**config.mk**
```make
export PLATFORM = sky130hd
export DESIGN_NAME = mem_arbiter
export DESIGN_NICKNAME = d
export VERILOG_FILES = /design/src/rtl/mem_arbiter.sv
export SDC_FILE = /design/constraint.sdc
export NUM_CORES = 1
export LEC_CHECK = 0
export CORE_ASPECT_RATIO = 0.7
export CORE_MARGIN = 5
export CORE_UTILIZATION = 26
export CTS_CLUSTER_DIAMETER = 200
export DETAILED_ROUTE_END_ITERATION = 12
export PLACE_DENSITY = 0.81
export SLEW_MARGIN = 5
export SYNTH_ARGS = -nofsm -noshare
export SYNTH_HDL_FRONTEND = slang
export SYNTH_SLANG_ARGS = --single-unit
```
**constraint.sdc**
```tcl
create_clock -name clk -period 1.3 [get_ports clk]
set_input_delay 0.26 -clock clk [delete_from_list [all_inputs] [get_ports clk]]
set_output_delay 0.26 -clock clk [all_outputs]
set_load 0.03 [all_outputs]
```
**src/rtl/mem_arbiter.sv**
```systemverilog
// Two-requester round-robin arbiter in front of a single-port-per-direction memory
// with registered (one-cycle) read data; responses return unconditionally.
module mem_arbiter #(
    parameter int ADDR_WIDTH = 4,
    parameter int DATA_WIDTH = 8
) (
    input  logic                  clk,
    input  logic                  rst_n,
    input  logic                  a_valid,
    input  logic                  b_valid,
    output logic                  a_ready,
    output logic                  b_ready,
    input  logic                  a_wr,
    input  logic                  b_wr,
    input  logic [ADDR_WIDTH-1:0] a_addr,
    input  logic [ADDR_WIDTH-1:0] b_addr,
    input  logic [DATA_WIDTH-1:0] a_wdata,
    input  logic [DATA_WIDTH-1:0] b_wdata,
    output logic                  a_rsp_valid,
    output logic                  b_rsp_valid,
    output logic [DATA_WIDTH-1:0] a_rsp_data,
    output logic [DATA_WIDTH-1:0] b_rsp_data,
    output logic                  mem_rst,
    output logic                  mem_wr_enb,
    output logic                  mem_rd_enb,
    output logic [ADDR_WIDTH-1:0] mem_wr_addr,
    output logic [ADDR_WIDTH-1:0] mem_rd_addr,
    output logic [DATA_WIDTH-1:0] mem_wr_data,
    input  logic [DATA_WIDTH-1:0] mem_rd_data,
    output logic [7:0]            conflict_cnt,
    output logic                  dbg_state_o
);
    // Handshake: a request transfers in any cycle where x_valid && x_ready are both high.
    // Ready is a pure function of the valids, the FSM state and last_grant.
    typedef enum logic {INIT = 1'b0, RUN = 1'b1} state_t;

    state_t      state_q, state_d;
    logic        last_b_q, last_b_d;
    logic        a_rsp_q, a_rsp_d;
    logic        b_rsp_q, b_rsp_d;
    logic [7:0]  cnt_q, cnt_d;
    logic        grant_a, grant_b;

    always_ff @(posedge clk or negedge rst_n) begin
        if (!rst_n) begin
            state_q  <= INIT;
            last_b_q <= 1'b1;
            a_rsp_q  <= 1'b0;
            b_rsp_q  <= 1'b0;
            cnt_q    <= 8'd0;
        end else begin
            state_q  <= state_d;
            last_b_q <= last_b_d;
            a_rsp_q  <= a_rsp_d;
            b_rsp_q  <= b_rsp_d;
            cnt_q    <= cnt_d;
        end
    end

    always_comb begin
        state_d = state_q;
        case (state_q)
            INIT:    state_d = RUN;
            RUN:     state_d = RUN;
            default: state_d = INIT;
        endcase
    end

    // On a conflict, the requester that did not win last time gets the grant.
    always_comb begin
        grant_a = 1'b0;
        grant_b = 1'b0;
        if (state_q == RUN) begin
            if (a_valid && b_valid) begin
                grant_a = last_b_q;
                grant_b = !last_b_q;
            end else begin
                grant_a = a_valid;
                grant_b = b_valid;
            end
        end
    end

    always_comb begin
        last_b_d = last_b_q;
        if (grant_a || grant_b) begin
            last_b_d = grant_b;
        end
        a_rsp_d = grant_a && !a_wr;
        b_rsp_d = grant_b && !b_wr;
        cnt_d   = cnt_q;
        if (state_q == RUN && a_valid && b_valid && cnt_q != 8'hFF) begin
            cnt_d = cnt_q + 8'd1;
        end
    end

    always_comb begin
        mem_wr_enb  = 1'b0;
        mem_rd_enb  = 1'b0;
        mem_wr_addr = '0;
        mem_rd_addr = '0;
        mem_wr_data = '0;
        if (grant_a) begin
            if (a_wr) begin
                mem_wr_enb  = 1'b1;
                mem_wr_addr = a_addr;
                mem_wr_data = a_wdata;
            end else begin
                mem_rd_enb  = 1'b1;
                mem_rd_addr = a_addr;
            end
        end else if (grant_b) begin
            if (b_wr) begin
                mem_wr_enb  = 1'b1;
                mem_wr_addr = b_addr;
                mem_wr_data = b_wdata;
            end else begin
                mem_rd_enb  = 1'b1;
                mem_rd_addr = b_addr;
            end
        end
    end

    assign a_ready      = grant_a;
    assign b_ready      = grant_b;
    assign mem_rst      = (state_q == INIT);
    assign a_rsp_valid  = a_rsp_q;
    assign b_rsp_valid  = b_rsp_q;
    assign a_rsp_data   = a_rsp_q ? mem_rd_data : '0;
    assign b_rsp_data   = b_rsp_q ? mem_rd_data : '0;
    assign conflict_cnt = cnt_q;
    assign dbg_state_o  = state_q;

endmodule
```
==> metrics.yaml, run 1 <==
global_routing:
  antenna_found_initial: 0
  grtUsageTotal: 0.1669
  via_count_of_the_first_global_routing_pass: 1216
  grt_first_pass_wirelength_um: 5982
  grt_remaining_overflow: 0
  largest_net_degree_at_the_start_of_global_routing: 10
critical_path:
  crit_fanout: 7
  timing.rr.end: "conflict_cnt[5]"
  critPathArrivalTime_ns: 1.60
  setup.worst_path.start_class: "flip-flop"
  worst_r2r_startpoint: "dbg_state_o"
  setup.worst_path.end_class: "output port"
  crit_required_ns: 1.04
  setup.reg_to_reg.worst_slack_ns: 0.01
  worstRegToRegCells: 6
  critPathKind: "flip-flop to output port"
placement:
  dp_cells: 224
  placed_cell_area_um2: 1901
  dp_hpwl_um: 3288
  port_buffers: 85
  finalWeightedCongestion: 0.7920
route:
  num_vias: 1208
  drt_first_iter_violations: 28
  post-route-drc-count: 0
  drt-wirelength-per-cell_um: 18.25
  route.detailed.vias_per_inst: 4.992
  detailedRoute.firstPassIterationCount: 4
  drt.antenna.violating_nets: 0
  finalWirelength_um: 4417
floorplanning:
  boundaryPins: 86
  die_w_um: 79.27
  num_rows: 17
  chipHeight_um: 58.49
  coreArea_um2: 3191
  total_die_area_um2: 4637
  initial_utilization: 0.2737
timing:
  period_share: 1.427
  rsz_0062_raised_after_global_routing: "yes"
  max_freq_ghz: 0.5390
  clock_skew_ns: 0.0009593
  tns_ns: -9.893
  hold_viol: 0
  hold_slack_ns: 0.2484
  post-route-worst-setup-slack_ns: -0.5551
  period_minus_slack_ns: 1.855
  finalSetupViolations: 31
  timing.final.max_slew_violations: 0
power_and_ir_drop:
  power.density_cell_area_nw_per_um2: 950.7
  total_power_w: 0.002221
  irDropWorstVdd_uv: 805.4
  power_leakage_nw: 1.159
synth:
  synth-seq-cells: 12
  syn-mean-instance-area_um2: 9.924
  sequential_element_share_of_the_synthesized_area: 0.3453
  yosys_most_used_dff: "dfrtp_1"
  synth_enable_flop_cells: 0
  async_flop_share: 1.000
  synth.cell_area_um2: 873.3
  number_of_distinct_library_cells_after_synthesis: 35
  synthesis.instances: 88
  syn-num-nets: 127
  synth_warnings: 0
cells_and_area:
  flow.area_growth_from_synthesis_pct: 167.5
  layoutNonFillerInstCount: 242
  layout-drive-gt1-share: 0.7108
  final_cell_mix: "buf_6 (42), buf_4 (33), clkdlybuf4s50_1 (31)"
  finalInstanceArea_um2: 2336
  layout_commonest_cell: "buf_6"
  nNetsFinal: 244
  insertedDiodeCount: 0
cts:
  max-clock-path-buffers: 2
  cts-buffers-inserted: 3
  tritoncts_clock_tree: "done"
  depth_of_the_cts_h_tree: 1
  clk-insertion-delay-late_ns: 0.24
  clkSlewWorstSetupHoldPaths_ns: 0.05
  cts.root.buffer_cell: "clkbuf_8"
  hold_buffers: 0
  numClockSinks: 12
run_status:
  failed_checks: "setup timing"
  outcome: "complete, but fails checks"
worst_hold_path:
  holdCritPathClass: "input pin to asynchronous set/reset pin"
run:
  maxCapViolCount: 0
[what timing repair did]
item / CTS / global route
gates resized for setup: 28 / 53
gates cloned: 2 / 0
setup endpoints to repair: 35 / 41
setup buffers: 4 / 8
pin swaps: 15 / 15
[per-stage QoR]
| stage | utilization | worst slack (ns) |
|---|---|---|
| after floorplan | - | -0.4114 |
| after global placement | 0.5957 | -0.5699 |
| after detailed placement | 0.5957 | -0.6504 |
| after CTS | 0.6569 | -0.5199 |
| after global routing | 0.7322 | -0.6195 |
| final | 0.7322 | -0.5551 |
[area by class of cell]
type	instances	area, µm²
multi-input cells	73	810.8
inverters	3	11.26
fillers	205	854.6
clock buffers	4	55.05
repair buffers	112	1099
well taps	38	47.55
flip-flops and latches	12	312.8
[cells by family (layout without fill, tap and decap cells)]
kind of cell               after synthesis  after routing  share of synthesized area
and+or+nand+nor                         36             38                     0.2622
xor gates and xnor gates                 3              3                    0.03009
muxes                                    2              2                    0.02579
other                                    1              1                   0.004294
DFF                                     12             12                     0.3453
AOI/OAI and AO/OA                       28             28                     0.2765
adders and majority gates                1              1                    0.01432
buffers and inverters                    5            119                    0.04154
[per-layer routing]
layer / up-vias / global-route usage / routed length (µm)
met5: - / 0 / 0
met4: 0 / 0.05392 / 119
met3: 10 / 0.05505 / 272
met2: 52 / 0.3129 / 2406
met1: 581 / 0.1784 / 1618
li1: 565 / - / -
[where the power goes]
| part | switching, W | total [W] | internal [W] |
|---|---|---|---|
| clock network | 0.000137 | 0.000405 | 0.000267 |
| logic | 0.000625 | 0.00123 | 0.000608 |
| registers | 0.000106 | 0.000584 | 0.000478 |
| total | 0.000868 | 0.00222 | 0.00135 |
[worst max-delay path, stage by stage, from the launching register on]
cell and delay, ns:
dfstp_2 0.54, buf_4 0.13, a21oi_4 0.06, and2_4 0.18, or2_2 0.30, buf_6 0.15
[registers in the layout (all words and copies together) (netlist names)]
register / flops
conflict_cnt: 8
a_rsp_valid: 1
b_rsp_valid: 1
dbg_state_o: 1
last_b_q: 1
[synth_stat cells, types with 2 or more instances]
library cell / n / area share
and3_1: 2 / 0.014
xnor2_1: 2 / 0.020
and2_4: 2 / 0.020
nand4_1: 2 / 0.014
inv_1: 3 / 0.013
nor2_1: 3 / 0.013
nand2_1: 2 / 0.0086
and3_2: 2 / 0.017
dfrtp_1: 11 / 0.32
a21oi_1: 3 / 0.017
and2_1: 16 / 0.11
a22o_1: 15 / 0.15
a31oi_1: 3 / 0.021
[how the worst max path moves through the flow]
stage / start / end / slack (ns) / depth (start not counted)
final: last_b_q / mem_wr_enb / -0.56 / 5
after global routing: last_b_q / mem_rd_addr[0] / -0.62 / 5
after CTS: last_b_q / mem_wr_enb / -0.52 / 5
after detailed placement: b_valid / mem_wr_data[0] / -0.65 / 6
after global placement: b_valid / mem_wr_addr[3] / -0.57 / 6
after floorplan: dbg_state_o / mem_wr_data[0] / -0.41 / 5
Note: power is estimated with default switching activity, not from simulation.
==> run 2: changes to the inputs <==
CORE_UTILIZATION = 25   (was 26)
PLACE_DENSITY = 0.79   (was 0.81)
==> metrics.yaml, run 2 (synthesis gave the netlist of run 1 again) <==
route:
  post-route-drc-count: 0
  drt_first_iter_violations: 32
  num_vias: 1149
  route.detailed.vias_per_inst: 4.596
  drt.antenna.violating_nets: 0
  met3_wirelength_um: 287
  finalWirelength_um: 4254
  wl_met1_um: 1583
  highest_layer: "met4"
  drt-wirelength-per-cell_um: 17.02
  routed-wl-met2_um: 2330
  detailedRoute.firstPassIterationCount: 4
cts:
  tritoncts_clock_tree: "done"
  clk-insertion-delay-late_ns: 0.24
  clkSlewWorstSetupHoldPaths_ns: 0.06
  max-clock-path-buffers: 2
  depth_of_the_cts_h_tree: 1
  cts.root.buffer_cell: "clkbuf_8"
  cts-buffers-inserted: 3
  numClockSinks: 12
floorplanning:
  boundaryPins: 86
  num_rows: 18
  die_w_um: 80.65
  coreArea_um2: 3446
  initial_utilization: 0.2534
  chipHeight_um: 59.45
  total_die_area_um2: 4794
timing:
  clock_skew_ns: 0.003622
  hold_viol: 0
  finalSetupViolations: 31
  period_share: 1.422
  timing.final.max_slew_violations: 0
  rsz_0062_raised_after_global_routing: "yes"
  hold_slack_ns: 0.2648
  post-route-worst-setup-slack_ns: -0.5482
  period_minus_slack_ns: 1.848
  max_freq_ghz: 0.5411
worst_hold_path:
  holdCritPathClass: "input pin to asynchronous set/reset pin"
critical_path:
  timing.rr.end: "conflict_cnt[1]"
  setup.reg_to_reg.worst_slack_ns: 0.03
  setup.worst_path.end_class: "output port"
  critPathArrivalTime_ns: 1.59
  worstRegToRegCells: 4
  crit_required_ns: 1.04
  critPathKind: "flip-flop to output port"
  setup.worst_path.start_class: "flip-flop"
  worst_r2r_startpoint: "conflict_cnt[5]"
  crit_fanout: 5
run_status:
  outcome: "complete, but fails checks"
  failed_checks: "setup timing"
global_routing:
  grt_remaining_overflow: 0
  antenna_found_initial: 0
  grt_first_pass_wirelength_um: 5892
  largest_net_degree_at_the_start_of_global_routing: 10
  via_count_of_the_first_global_routing_pass: 1162
  grtUsageTotal: 0.1628
cells_and_area:
  final_cell_mix: "buf_6 (39), buf_4 (31), clkdlybuf4s50_1 (29)"
  insertedDiodeCount: 0
  flow.area_growth_from_synthesis_pct: 163.2
  fillCellCount: 267
  largest_register_ffs: 8
  layout-drive-gt1-share: 0.7000
  layout_commonest_cell: "buf_6"
  multi_input_area_um2: 799.5
  ff_latch_area_um2: 312.8
  nNetsFinal: 240
power_and_ir_drop:
  power.density_cell_area_nw_per_um2: 938.4
  power_leakage_nw: 1.132
  irDropWorstVdd_uv: 777.9
placement:
  finalWeightedCongestion: 0.7695
  port_buffers: 85
  dp_slack_ns: -0.6882
  dp_hpwl_um: 3216
run:
  maxCapViolCount: 0
[run 2: cell count changes in the layout (fill, tap and decap cells not counted), sizes merged]
cell | previous run | this run
buf | 75 | 70
clkbuf | 4 | 5
clkdlybuf4s50 | 31 | 29
dlymetal6s2s | 4 | 5
clkdlybuf4s15 | 0 | 1
[run 2: stage by stage]
stage	setup TNS [ns]	utilization	cell area (µm²)	power [W]	std cells
2_1_floorplan	-6.862	-	1039	0.001139	88
3_3_place_gp	-14.55	0.5603	1931	0.001593	238
3_5_place_dp	-15.93	0.5603	1931	0.001637	238
4_1_cts	-9.365	0.6325	2180	0.002118	248
5_1_grt	-11.37	0.6670	2298	0.002264	250
6_report	-9.895	0.6670	2298	0.002157	250
[run 2: worst max-delay path by stage]
stage                startpoint        endpoint  slack, ns  cells after the start
floorplan           dbg_state_o  mem_wr_data[0]      -0.41                      5
global placement        b_valid  mem_wr_addr[3]      -0.62                      6
detailed placement      a_valid  mem_wr_addr[3]      -0.69                      6
CTS                    last_b_q  mem_rd_addr[3]      -0.52                      5
global route           last_b_q  mem_rd_addr[3]      -0.60                      5
finish                 last_b_q  mem_rd_addr[3]      -0.55                      5
[run 2: where the power goes]
group / internal [W] / switching [W] / total [W] / leakage [nW]
Sequential: 0.000478 / 0.000104 / 0.000583 / 0.141
Combinational: 0.000561 / 0.000602 / 0.00116 / 0.962
Clock: 0.000268 / 0.000143 / 0.000411 / 0.0288
Total: 0.00131 / 0.000849 / 0.00216 / 1.13
[run 2: cell type report]
type                            count  area share
Clock buffer                        4     0.02395
Inverter                            3    0.004899
Multi-Input combinational cell     73      0.3479
Sequential cell                    12      0.1361
Tap cell                           50     0.02722
Timing Repair Buffer              108      0.4600
[run 2: worst max-delay path, cell delays in order, from the launching register on]
cell     delay (ns)
dfstp_2        0.55
inv_2          0.06
a21oi_4        0.17
and2b_2        0.26
a22o_2         0.18
buf_6          0.12
[run 2: repair_timing]
item / in CTS / in global routing
gates cloned: 2 / 0
hold buffers: 0 / 0
gates resized for setup: 49 / 28
endpoints found under the setup margin: 36 / 40
setup buffers: 4 / 2
pin swaps: 10 / 6
[run 2: per-layer routing]
metal	up-vias	GRT usage
li1	550	-
met1	552	0.1825
met2	43	0.2995
met3	4	0.05015
met4	0	0.04578
met5	-	0
